--- src/rtl/shift_arbiter.sv ---
// shift_arbiter: two requesters share one funnel-shift datapath. Each cycle one
// requester is granted (round-robin or fixed priority), its operand is shifted and
// the result is captured in a one-entry output stage tagged with the requester id.
//
// Optional feature: define SHIFT_ARB_STATS_EN to build saturating per-requester
// grant counters. Without it, grant_cnt0/grant_cnt1 are tied to zero.
//
// Parameters:
//   W   data width (shift amount is $clog2(W)+1 bits)
//   RR  1 = round-robin, 0 = fixed priority (req0 wins)
//
// Ports:
//   clk, rst                          clock (rising edge), async active-high reset
//   req{0,1}_valid/ready              request handshake (ready is combinational)
//   req{0,1}_data/n/op                operand, shift amount, op (00 LSR 01 ASR 10 LSL 11 ROR)
//   resp_valid/ready                  output stage handshake
//   resp_data, resp_id                registered result and issuing requester
//   grant_cnt0, grant_cnt1            grant counters (zero unless SHIFT_ARB_STATS_EN)
module shift_arbiter #(
    parameter int unsigned W  = 8,
    parameter bit          RR = 1'b1
) (
    input  logic                   clk,
    input  logic                   rst,
    input  logic                   req0_valid,
    output logic                   req0_ready,
    input  logic [W-1:0]           req0_data,
    input  logic [$clog2(W):0]     req0_n,
    input  logic [1:0]             req0_op,
    input  logic                   req1_valid,
    output logic                   req1_ready,
    input  logic [W-1:0]           req1_data,
    input  logic [$clog2(W):0]     req1_n,
    input  logic [1:0]             req1_op,
    output logic                   resp_valid,
    input  logic                   resp_ready,
    output logic [W-1:0]           resp_data,
    output logic                   resp_id,
    output logic [15:0]            grant_cnt0,
    output logic [15:0]            grant_cnt1
);

    localparam int unsigned NW = $clog2(W) + 1;

    localparam logic [1:0] OpLsr = 2'b00;
    localparam logic [1:0] OpAsr = 2'b01;
    localparam logic [1:0] OpLsl = 2'b10;
    localparam logic [1:0] OpRor = 2'b11;

    typedef enum logic {StEmpty, StFull} state_e;

    state_e         state_q, state_d;
    logic [W-1:0]   data_q;
    logic           id_q;
    logic           last_grant_q;

    logic           acc;
    logic           gnt;
    logic           xfer;
    logic [W-1:0]   sel_data;
    logic [NW-1:0]  sel_n;
    logic [1:0]     sel_op;
    logic [W-1:0]   hi, lo;
    logic [NW-1:0]  k;
    logic [2*W-1:0] funnel;
    logic [W-1:0]   shift_res;

    // A new request can land if the stage is empty or is being drained this cycle.
    assign acc = (state_q == StEmpty) | resp_ready;

    always_comb begin
        gnt = 1'b0;
        if (req0_valid && req1_valid) begin
            gnt = RR ? ~last_grant_q : 1'b0;
        end else if (req1_valid) begin
            gnt = 1'b1;
        end
    end

    assign req0_ready = acc & req0_valid & ~gnt;
    assign req1_ready = acc & req1_valid & gnt;
    assign xfer       = req0_ready | req1_ready;

    assign sel_data = gnt ? req1_data : req0_data;
    assign sel_n    = gnt ? req1_n    : req0_n;
    assign sel_op   = gnt ? req1_op   : req0_op;

    // Funnel shifter: result is the low W bits of {hi,lo} >> k.
    always_comb begin
        hi = '0;
        lo = sel_data;
        k  = sel_n;
        unique case (sel_op)
            OpLsr: begin
                // Clamp so any n >= W empties the word.
                if (sel_n >= NW'(W)) k = NW'(W);
            end
            OpAsr: begin
                hi = {W{sel_data[W-1]}};
                // Beyond W the funnel would run past the sign fill; clamp at W.
                if (sel_n >= NW'(W)) k = NW'(W);
            end
            OpLsl: begin
                if (sel_n >= NW'(W)) begin
                    hi = '0;
                    lo = '0;
                    k  = '0;
                end else begin
                    hi = sel_data;
                    lo = '0;
                    k  = NW'(W) - sel_n;
                end
            end
            OpRor: begin
                hi = sel_data;
                k  = sel_n % NW'(W);
            end
            default: ;
        endcase
    end

    assign funnel    = {hi, lo};
    assign shift_res = W'(funnel >> k);

    always_comb begin
        state_d = state_q;
        unique case (state_q)
            StEmpty: if (xfer) state_d = StFull;
            StFull:  if (resp_ready && !xfer) state_d = StEmpty;
            default: state_d = StEmpty;
        endcase
    end

    always_ff @(posedge clk or posedge rst) begin
        if (rst) begin
            state_q      <= StEmpty;
            data_q       <= '0;
            id_q         <= 1'b0;
            last_grant_q <= 1'b1;
        end else begin
            state_q <= state_d;
            if (xfer) begin
                data_q       <= shift_res;
                id_q         <= gnt;
                last_grant_q <= gnt;
            end
        end
    end

    assign resp_valid = (state_q == StFull);
    assign resp_data  = data_q;
    assign resp_id    = id_q;

`ifdef SHIFT_ARB_STATS_EN
    logic [15:0] cnt0_q, cnt1_q;

    // Saturating: a counter parks at 0xFFFF rather than wrapping.
    always_ff @(posedge clk or posedge rst) begin
        if (rst) begin
            cnt0_q <= '0;
            cnt1_q <= '0;
        end else begin
            if (req0_ready && cnt0_q != 16'hFFFF) cnt0_q <= cnt0_q + 16'd1;
            if (req1_ready && cnt1_q != 16'hFFFF) cnt1_q <= cnt1_q + 16'd1;
        end
    end

    assign grant_cnt0 = cnt0_q;
    assign grant_cnt1 = cnt1_q;
`else
    assign grant_cnt0 = '0;
    assign grant_cnt1 = '0;
`endif

endmodule

--- config.mk ---
export PLATFORM = sky130hd
export DESIGN_NAME = shift_arbiter
export DESIGN_NICKNAME = d
export VERILOG_FILES = /design/src/rtl/shift_arbiter.sv
export SDC_FILE = /design/constraint.sdc
export NUM_CORES = 1
export LEC_CHECK = 0
export CAP_MARGIN = 20
export CORE_MARGIN = 2
export CORE_UTILIZATION = 50
export CTS_CLUSTER_SIZE = 10
export DETAILED_ROUTE_END_ITERATION = 16
export PLACE_DENSITY = 0.9
export RECOVER_POWER = 25
export SETUP_SLACK_MARGIN = 0.15
export SLEW_MARGIN = 20
export SYNTH_ARGS = -nofsm -noshare
export SYNTH_HDL_FRONTEND = slang
export SYNTH_SLANG_ARGS = --single-unit
--- constraint.sdc ---
create_clock -name clk -period 4.52 [get_ports clk]
set_input_delay 0.904 -clock clk [delete_from_list [all_inputs] [get_ports clk]]
set_output_delay 0.904 -clock clk [all_outputs]
set_load 0.02 [all_outputs]
Yosys cells after proc, flatten, opt, wreduce, memory -nomap -nowiden --
Cells that the tools add are included.
Storage, ports and cells: register bits after elaboration 11, latch bits 0, memory bits (writable) 0, memory bits (read-only) 0, input bits 33, output and inout bits 44, logic and storage cells 38, memories 0
Operators by class: add/subtract/negate cells 1, multipliers 0, div/mod/pow operators 0, magnitude comparators 1, eq/ne operators 3, shift-type cells 1, muxes and demuxes 14, bitwise operators 9, reductions and logical operators 5
Operators by type and width (number):
- 8-bit two-way mux | 3
- 8-bit case mux with 3 select lines | 1
- 16-bit by 4-bit right shift with 8-bit output | 1
- 4-bit two-way mux | 3
- 4-bit case mux with 3 select lines | 1
- 1-bit bitwise AND | 4
- 2-bit equality test, second input constant | 2
- 4-bit greater-or-equal comparator, second input constant | 1
- 1-bit two-way mux | 4
- 4-bit subtractor, first input constant | 1
- 1-bit inverter | 3
- 2-bit by 1-bit equality test with 1-bit output, second input constant | 1
- 1-bit logical AND | 2
- 2-bit logical NOT | 1
- 2-bit two-way mux | 1
- 1-bit bitwise OR | 2
- 1-bit case mux with 2 select lines | 1
- 2-bit OR reduction | 1
- 1-bit logical NOT | 1

Logic depth before layout (Yosys ltp) --
Gate-level depths: netlist of run 1.
depth in word-level cells 9, depth in mapped cells 13, mapped depth without buffers 10

Worst setup path after synthesis of run 1 --
No wires, ideal clock.
path kind input -> register, start point in req1_valid, end point reg data_q[4] (netlist: resp_data[4]), library setup time 126 ps, data arrival time 3375 ps, data required time 4394 ps, path slack 1019 ps, stages 11, path buffers 2, cell sequence a21boi_4 buf_6 buf_2 mux2i_1 ha_1 or3b_1 a211oi_2 a211oi_2 mux4_2 and3_1 a221o_1
Between the ends: cells in the longest elaborated chain, start to end 7, elaborated cells on any way between the ends 25, classes of those cells add/sub (1); order compare (1); eq/ne (3); shift (1); mux (11); bitwise (5); reduce/logical (3)
Ends and longest elaborated chain:
- start, declared | line 30 | input logic req1_valid,
- 1-bit two-way mux / 1-bit logical AND (equally long branches) | line 75, 73
- 1-bit two-way mux | line 73 | if (req0_valid && req1_valid) begin
- 4-bit two-way mux / 2-bit two-way mux (equally long branches) | line 85, 86
- 4-bit subtractor (tied with other cells) | line 111 | k = NW'(W) - sel_n;
- 4-bit two-way mux (tied with other cells) | line 104 | if (sel_n >= NW'(W)) begin
- 4-bit case mux with 3 select lines / 8-bit case mux with 3 select lines (equally long branches) | line 93 | unique case (sel_op)
- 16-bit by 4-bit right shift with 8-bit output | line 123 | assign shift_res = W'(funnel >> k);
- end signal, assigned | line 143 | data_q <= shift_res;
- end, declared | line 53 | logic [W-1:0] data_q;
Parallel ways exist; a longest one is shown, timed or not. A chain may end at the register's enable or synchronous reset.

Worst setup path in the final report of run 1 --
Same ends and word-level chain as after synthesis.

==> flow_summary.json, run 1 <==
{
  "die-area_um2": 4800,
  "firstDrtPassIters": 5,
  "relSlewSlack_pct": 51.3,
  "routedWlPerCell_um": 15.7,
  "numCtsBuffers": 3,
  "hp-class": "register to register",
  "first_global_vias": 1965,
  "maxCapViolCount": 0,
  "start_util_pct": 52.5,
  "crit_arrival_ns": 3.89,
  "ctsResizeCount": 0,
  "grt_pass1_wl_um": 9400,
  "vias_per_cell": 6.15,
  "critPathMaxStageDelay_ns": 0.56,
  "fin_cells": 360,
  "yosysSeqAreaShare_pct": 13.0,
  "post_cts_buffers": 0,
  "rsz0062_at_grt": "false",
  "fin_crit_ns": 3.76,
  "synth_commonest_cells": "buf_4, nand2_1, a21oi_1",
  "critPathCaptureType": "register",
  "cts_buffer_depth": 2,
  "path_clk_slew_ns": 0.05,
  "final-hold-violation-count": 0,
  "fillers": 376,
  "critPathLaunchType": "input port",
  "vias": 2214,
  "clock_sinks": 11,
  "wl_um": 5640,
  "setup_tns_ns": 0,
  "cpMaxStageDelayCell": "clkdlybuf4s50_1",
  "yosysMostFrequentCell": "buf_4",
  "io_pins": 77,
  "holdBufCountCts": 0,
  "ir_worst_vdd_mv": 0.113,
  "yosysTopAreaCellShare_pct": 11.7,
  "drive_gt1_share_pct": 10.6,
  "synth-edff-count": 0,
  "core_area_um2": 4060,
  "synth_area_per_cell_um2": 7.72,
  "grtUsageTotal_pct": 23.5,
  "antenna_cells": 0,
  "p_leak_uw": 0.00106,
  "dp_hpwl_um": 4460,
  "synth-seq-cells": 11,
  "register_area_um2": 277,
  "portBuffers": 44,
  "die_h_um": 69.3,
  "worstPathRequired_ns": 4.65,
  "path_class": "input port to register",
  "yosys_warnings": 0,
  "ant_nets": 0,
  "fin_skew_ns": 0.00212,
  "gp_congestion": 0.932,
  "drv_slew": 0,
  "synthArstFlopShare_pct": 100,
  "crit_fanout": 12,
  "worst_pin_slew_ns": 0.723,
  "synth_top_area_cell": "dfrtp_1",
  "fmax_mhz": 266,
  "dpl.cell_count": 356,
  "cts-root-buf": "clkbuf_8",
  "die_w_um": 69.3,
  "utilization_pct": 61.1,
  "syn_to_final_growth_pct": 16.3,
  "setup_viol": 0,
  "synthCells": 276,
  "drt-initial-drc-count": 161,
  "drc": 0,
  "cp_common_cell": "a211oi_2",
  "clk_latency_ns": 0.24,
  "nNetsFinal": 345,
  "finalCritPeriodShare_pct": 83.2,
  "power_density_nw_per_um2": 260,
  "overflow": 0,
  "multiInputGateArea_um2": 1570,
  "mappedNetlistArea_um2": 2130,
  "fin_area_um2": 2480,
  "synth.distinct_cells": 61,
  "outcome": "finished, final reports clean",
  "synth_area_leaders": "dfrtp_1, buf_4, mux2i_1, a21oi_1, a211o_1",
  "synth_flop_cell": "dfrtp_1",
  "grt_max_degree": 30,
  "antenna_found_initial": 0,
  "placed_cell_area_um2": 2430,
  "rows": 23,
  "cts_tree": "yes",
  "cp_cell_sequence": "clkdlybuf4s50_1 > a21bo_1 > mux2i_1 > ha_1 > or3b_1 > a211oi_2 > a211oi_2 > buf_4 > mux4_2 > and3_1 > a221o_1",
  "htreeDepth": 1,
  "r2r_slack_ns": 1.54
}
-- metrics by stage --
step,worst slack [ns],power (µW),hold slack (ns)
3_5_place_dp,0.510,540,0.490
3_3_place_gp,0.567,535,0.462
2_1_floorplan,1.02,436,0.528
6_report,0.758,644,0.495
5_1_grt,0.644,684,0.528
4_1_cts,0.760,642,0.500
-- logic make-up (layout without fill, tap and decap cells) --
| kind of cell | after synthesis | after routing | share of synthesized area (%) |
|---|---|---|---|
| other | 1 | 32 | 0.176 |
| buffers and inverters | 60 | 63 | 19.0 |
| multiplexers | 15 | 15 | 8.51 |
| AND/OR/NAND/NOR | 80 | 80 | 19.6 |
| adder cells (fa/ha/maj) | 1 | 1 | 0.587 |
| flip-flops | 11 | 11 | 13.0 |
| AO/OA/AOI/OAI | 108 | 108 | 39.2 |
-- sequential cells by signal, indices dropped and copies added (netlist names) --
signal,count
resp_data,8
resp_valid,1
last_grant_q,1
resp_id,1
-- final cells by class --
cell class | instances | share of cell area [%]
clock buffers | 4 | 1.82
flip-flops and latches | 11 | 11.2
inverters | 7 | 1.06
repair buffers | 52 | 20.2
well taps | 50 | 2.53
multi-input cells | 236 | 63.2
-- report_power, final --
part | total (µW) | switching [µW] | internal [µW]
clock network | 100 | 38.1 | 62.0
logic | 403 | 226 | 177
registers | 141 | 16.8 | 124
-- final timing paths --
path                                endpoint    startpoint  cells past startpoint
worst max register to register  resp_data[4]  last_grant_q                     10
worst min register to register       resp_id       resp_id                      1
min in group asynchronous       resp_data[1]           rst                      2
worst max-delay path            resp_data[4]    req1_valid                     11
max in group asynchronous       last_grant_q           rst                      2
worst min-delay path                 resp_id       resp_id                      1
-- layer usage --
metal  wire, µm  track usage (%)
met1       2440             31.6
met2       2690             38.5
met3        406             3.20
met4        108             8.71
met5          0                0
-- cells in the final DEF, fill, tap and decap left out, drive strengths merged, types with 4 or more instances in the layout --
cell type and instances:
o22ai 5, a211oi 13, and3 6, nor2 14, nand2 19, mux2i 12, a311oi 4, buf 8
nand2b 11, a31o 4, clkbuf 4, nand4 4, nand3 6, dfrtp 10, clkdlybuf4s50 43, inv 7
nor2b 4, a211o 9, o21ai 14, nor3 7, a21oi 16, a21boi 8, conb 32, o31ai 5
-- worst max-delay path: cells and delay by family --
family / cells / cell delay (ns)
AOI/OAI and AO/OA: 4 / 0.89
adders and majority gates: 1 / 0.29
buffers and inverters: 2 / 0.75
muxes: 2 / 0.55
and+or+nand+nor: 2 / 0.51
No activity file was read; power rests on OpenSTA's default activity.
==> run 2: changes to the inputs <==
CORE_UTILIZATION = 42   (was 50)
PLACE_DENSITY = 0.81   (was 0.9)
clock period = 3 ns   (was 4.52 ns; I/O delays follow)
==> run 2 against run 1 <==
  * The flow now finishes with violations (negative setup slack)
  * Cell area increased by 23%
  * Wire length is 31% higher
  * Flip-flop and latch count unchanged
  * Clock-buffer cell count unchanged
  * Sequential power grew 50%
  * Global-route usage grew 1.4 points
  * Sequential share of layout area decreased by 2.1 points
  * Via count up 14%
  * Core utilization is 2.0 points higher
  * Register-to-register slack got worse by 1.5 ns
  * Setup slack got worse by 0.78 ns
  * Highest routed layer unchanged
==> flow_summary.json, run 2 (synthesis gave the netlist of run 1 again) <==
{
  "cts_buffer_depth": 2,
  "swShare_pct": 43.0,
  "antenna_cells": 0,
  "vias_per_cell": 5.88,
  "pwr-share-seq_pct": 18.4,
  "multiInputGateArea_um2": 1690,
  "wl_um": 7370,
  "syn_to_final_growth_pct": 42.5,
  "cts-root-buf": "clkbuf_8",
  "core_area_um2": 4820,
  "rows": 25,
  "min_from": "resp_id",
  "ant_nets": 0,
  "grt_pass1_wl_um": 10800,
  "overflow": 0,
  "drv_slew": 0,
  "gp_congestion": 0.972,
  "cts_tree": "yes",
  "finalPower_uw": 1150,
  "cp_cell_sequence": "clkdlybuf4s50_1 > buf_4 > a21boi_0 > o21ai_0 > o22ai_1 > o21bai_1 > mux4_2 > and3_4 > a221o_1",
  "routedWlPerCell_um": 17.1,
  "dpl.cell_count": 412,
  "critPathCaptureType": "register",
  "critPathLaunchType": "input port",
  "largest_register_ffs": 8,
  "fin_crit_ns": 3.02,
  "fin_cells": 430,
  "clock_sinks": 11,
  "numCtsBuffers": 3,
  "switching_power_uw": 495,
  "path_class": "input port to register",
  "pwr-share-clk_pct": 13.2,
  "final_common_cell": "buf_4",
  "r2r-start": "last_grant_q",
  "drt-initial-drc-count": 227,
  "final-hold-violation-count": 0,
  "finalCritPeriodShare_pct": 101,
  "first_global_vias": 2300,
  "grtUsageTotal_pct": 24.9,
  "hp-class": "register to register",
  "grt_max_degree": 30,
  "holdPathStages": 1,
  "worstRegToRegCells": 12,
  "placed_cell_area_um2": 2770,
  "min_to": "resp_id",
  "fillers": 404,
  "fmax_mhz": 331,
  "critPathMaxStageDelay_ns": 0.53,
  "register_area_um2": 277,
  "firstDrtPassIters": 5,
  "vias": 2529,
  "hold_ws_ns": 0.493,
  "fin_skew_ns": 0.00266,
  "comb_power_share_pct": 68.4,
  "power_density_nw_per_um2": 379,
  "outcome": "finished with violations",
  "ir_worst_vdd_mv": 0.207,
  "die_h_um": 75.2,
  "io_pins": 77,
  "clk_latency_ns": 0.24,
  "drc": 0,
  "path_clk_slew_ns": 0.05,
  "drive_gt1_share_pct": 28.9,
  "fin_ws_ns": -0.0178,
  "worstPathRequired_ns": 3.12,
  "maxCapViolCount": 0,
  "nNetsFinal": 398,
  "setup_viol": 1,
  "intPower_uw": 655,
  "htreeDepth": 1,
  "pre_cts_ws_ns": -0.648,
  "die_w_um": 75.2,
  "crit_arrival_ns": 3.14,
  "r2r_slack_ns": 0.02,
  "start_util_pct": 44.2,
  "p_leak_uw": 0.00134,
  "antenna_found_initial": 0,
  "crit_fanout": 5,
  "final_cell_mix": "buf_4, clkdlybuf4s50_1, conb_1, nand2_1",
  "portBuffers": 44,
  "rsz0062_at_grt": "true",
  "fin_area_um2": 3040,
  "violations": "negative setup slack",
  "die-area_um2": 5660,
  "dp_hpwl_um": 5290,
  "timing.rr.end": "resp_data[1]",
  "cpMaxStageDelayCell": "clkdlybuf4s50_1"
}
==> run 2: changes by cell type in the layout (fill, tap and decap cells not counted), moves of 4 or more <==
| cell | previous run | this run |
|---|---|---|
| buf_4 | 8 | 58 |
| buf_6 | 0 | 4 |
| clkdlybuf4s50_1 | 43 | 37 |
| dlygate4sd2_1 | 0 | 4 |
==> run 2: power by group through the flow <==
stage / combinational (µW) / sequential, µW / clock [µW]
2_1_floorplan: 418 / 251 / 0
3_3_place_gp: 666 / 213 / 0
3_5_place_dp: 683 / 212 / 0
4_1_cts: 723 / 211 / 151
5_1_grt: 834 / 215 / 162
6_report: 787 / 212 / 151
==> run 2: worst max path at each step <==
stage | start | to | slack [ns]
global placement | req1_valid | resp_data[1] | -0.51
finish | req1_op[0] | resp_data[4] | -0.02
detailed placement | req1_valid | resp_data[0] | -0.65
global route | req1_op[0] | resp_data[4] | -0.08
floorplan | req1_valid | resp_data[4] | -0.09
CTS | last_grant_q | resp_data[4] | 0.06
==> run 2: metrics by stage <==
stage	TNS, ns	util (%)
2_1_floorplan	-0.138	-
3_3_place_gp	-3.80	57.5
3_5_place_dp	-4.58	57.5
4_1_cts	0	60.7
5_1_grt	-0.291	63.0
6_report	-0.0178	63.0
==> run 2: critical path, delay by kind of cell <==
kind	cells	cell delay [ns]
and+or+nand+nor	1	0.16
AOI/OAI and AO/OA	5	1.16
buffers and inverters	2	0.73
muxes	1	0.48
==> run 2: layout make-up <==
| cell class | instances | share of cell area (%) |
|---|---|---|
| Multi-Input combinational cell | 236 | 55.8 |
| Timing Repair Buffer | 105 | 30.0 |
| Sequential cell | 11 | 9.11 |
| Tap cell | 67 | 2.76 |
| Clock buffer | 4 | 1.48 |
| Inverter | 7 | 0.866 |
==> run 2: per-layer routing <==
| layer | GRT usage [%] | vias to the layer above | routed length [µm] | share of wire [%] |
|---|---|---|---|---|
| met3 | 6.16 | 35 | 656 | 8.9 |
| met1 | 30.1 | 1172 | 2830 | 38 |
| met2 | 42.3 | 166 | 3560 | 48 |
| met5 | 0 | - | 0 | 0 |
| met4 | 10.1 | 0 | 318 | 4.3 |
| li1 | - | 1156 | - | - |
==> run 2: what timing repair did <==
action	in CTS	in global routing
setup buffers	10	4
setup endpoints to repair	10	8
gates cloned	0	0
pin swaps	10	14
hold buffers	0	0
resized for setup	22	19
==> run 3: changes to the inputs <==
--- a/config.mk
+++ b/config.mk
@@ -7,2 +7,3 @@
 export LEC_CHECK = 0
+export ABC_AREA = 0
 export CAP_MARGIN = 20
==> constraint.sdc (replaced) <==
create_clock -name clk -period 3 [get_ports clk]
set_input_delay 0.3 -clock clk [delete_from_list [all_inputs] [get_ports clk]]
set_output_delay 0.3 -clock clk [all_outputs]
set_load 0.02 [all_outputs]
==> run 3 against run 2 <==
  * The run now ends clean
  * Die area unchanged
  * Cell area is 7.3% lower
  * Wire length is 13% lower
  * Setup slack improved by 0.025 ns
  * Critical endpoint unchanged
  * Highest routed layer unchanged
==> flow_summary.json, run 3 (synthesis gave the netlist of run 1 again) <==
{
  "critPathMaxStageDelay_ns": 0.57,
  "grtUsageTotal_pct": 22.9,
  "crit_cells": 10,
  "fin_ws_ns": 0.00765,
  "antenna_cells": 0,
  "dp_hpwl_um": 4910,
  "critPathCapture": "resp_data[4]",
  "maxCapViolCount": 0,
  "grt_use_met1_pct": 32.7,
  "clk_latency_ns": 0.24,
  "rsz0062_at_grt": "true",
  "fin_cells": 404,
  "die_h_um": 75.2,
  "ir_worst_vdd_mv": 0.231,
  "dpl.cell_count": 395,
  "vias": 2314,
  "min_from": "resp_data[6]",
  "cts_buffer_depth": 2,
  "cts-root-buf": "clkbuf_8",
  "vias_per_cell": 5.73,
  "p_leak_uw": 0.00120,
  "core_area_um2": 4820,
  "syn_to_final_growth_pct": 32.1,
  "cpMaxStageDelayCell": "dfstp_2",
  "power_density_nw_per_um2": 384,
  "portBuffers": 44,
  "final-hold-violation-count": 0,
  "gr-usage-met2_pct": 37.3,
  "outcome": "finished, final reports clean",
  "drc": 0,
  "timing.rr.end": "resp_data[4]",
  "setup_viol": 0,
  "start_util_pct": 44.2,
  "r2r_slack_ns": 0.008,
  "overflow": 0,
  "path_clk_slew_ns": 0.05,
  "path_class": "register to register",
  "fin_skew_ns": 0.00651,
  "worst_pin_slew_ns": 0.549,
  "io_pins": 77,
  "pre_cts_ws_ns": -0.267,
  "met3_usage_pct": 2.95,
  "crit_arrival_ns": 3.12,
  "die-area_um2": 5660,
  "worstPathRequired_ns": 3.13,
  "critPathBufInv": 1,
  "worstRegToRegCells": 10,
  "routedWlPerCell_um": 15.9,
  "path_delay_family": "compound AO/OA/AOI/OAI gates",
  "hp-class": "register to register",
  "ant_nets": 0,
  "finalCritPeriodShare_pct": 99.7,
  "first_global_vias": 2043,
  "largest_register_ffs": 8,
  "drt-initial-drc-count": 209,
  "cp_cell_sequence": "a21bo_1 > mux2i_1 > ha_1 > or3b_4 > a211oi_4 > a211oi_2 > buf_4 > mux4_2 > and3_4 > a221o_1",
  "numCtsBuffers": 3,
  "firstDrtPassIters": 5,
  "nNetsFinal": 372,
  "crit_fanout": 3,
  "die_w_um": 75.2,
  "grt_max_degree": 30,
  "htreeDepth": 1,
  "final_common_cell": "clkdlybuf4s50_1",
  "cp-startpoint": "last_grant_q",
  "rows": 25,
  "critPathCaptureType": "register",
  "hold_ws_ns": 0.484,
  "gr-max-usage-layer": "met2",
  "drive_gt1_share_pct": 22.6,
  "gp_congestion": 0.914,
  "holdBufCountCts": 0,
  "antenna_found_initial": 0,
  "drv_slew": 0,
  "cts_tree": "yes",
  "final_cell_mix": "clkdlybuf4s50_1, conb_1, buf_4, nand2_1, nor2_1",
  "fin_crit_ns": 2.99,
  "critPathLaunchType": "register",
  "relSlewSlack_pct": 63.4,
  "r2r-start": "last_grant_q",
  "grt_pass1_wl_um": 9970,
  "wl_um": 6420,
  "fmax_mhz": 334,
  "clock_sinks": 11
}
## run 3: cell type report
class	count	area [µm²]
clock buffers	4	45.0
fillers	436	2000
inverters	7	26.3
multi-input cells	236	1670
flip-flops and latches	11	277
well taps	67	83.8
repair buffers	79	709
## run 3: per-layer routing
metal	up-vias	routed length, µm
li1	1101	-
met1	1086	2700
met2	113	3150
met3	14	451
met4	0	116
met5	-	0
## run 3: worst min-delay path, stage by stage (launching register included)
cell	delay, ns
dfrtp_1	0.35
nand2_1	0.05
nand3_1	0.05
## run 3: how the worst min path moves through the flow
stage | to | slack [ns] | cells after the start
floorplan | resp_data[0] | 0.15 | 1
global placement | resp_id | 0.47 | 1
detailed placement | resp_data[6] | 0.47 | 2
CTS | resp_id | 0.37 | 2
global route | resp_data[6] | 0.53 | 2
finish | resp_data[6] | 0.48 | 2
## run 3: metrics by stage
stage          util, %  total power (µW)  setup TNS [ns]  area, µm²
2_1_floorplan        -               667               0       2270
4_1_cts           56.7              1040               0       2730
3_5_place_dp      54.6               861           -1.44       2630
3_3_place_gp      54.6               851          -0.935       2630
5_1_grt           58.4              1140          -0.314       2810
6_report          58.4              1080               0       2810
## run 3: timing repair
action                                  4_1_cts  5_1_grt
endpoints found under the setup margin        7        8
gates resized for setup                       8       16
setup buffers                                 2        2
gates cloned                                  1        0
pin swaps                                    12        8
## run 3: power breakdown
part,internal [µW],switching [µW]
clock,93.6,59.1
sequential,187,24.5
combinational,333,384
total,614,467
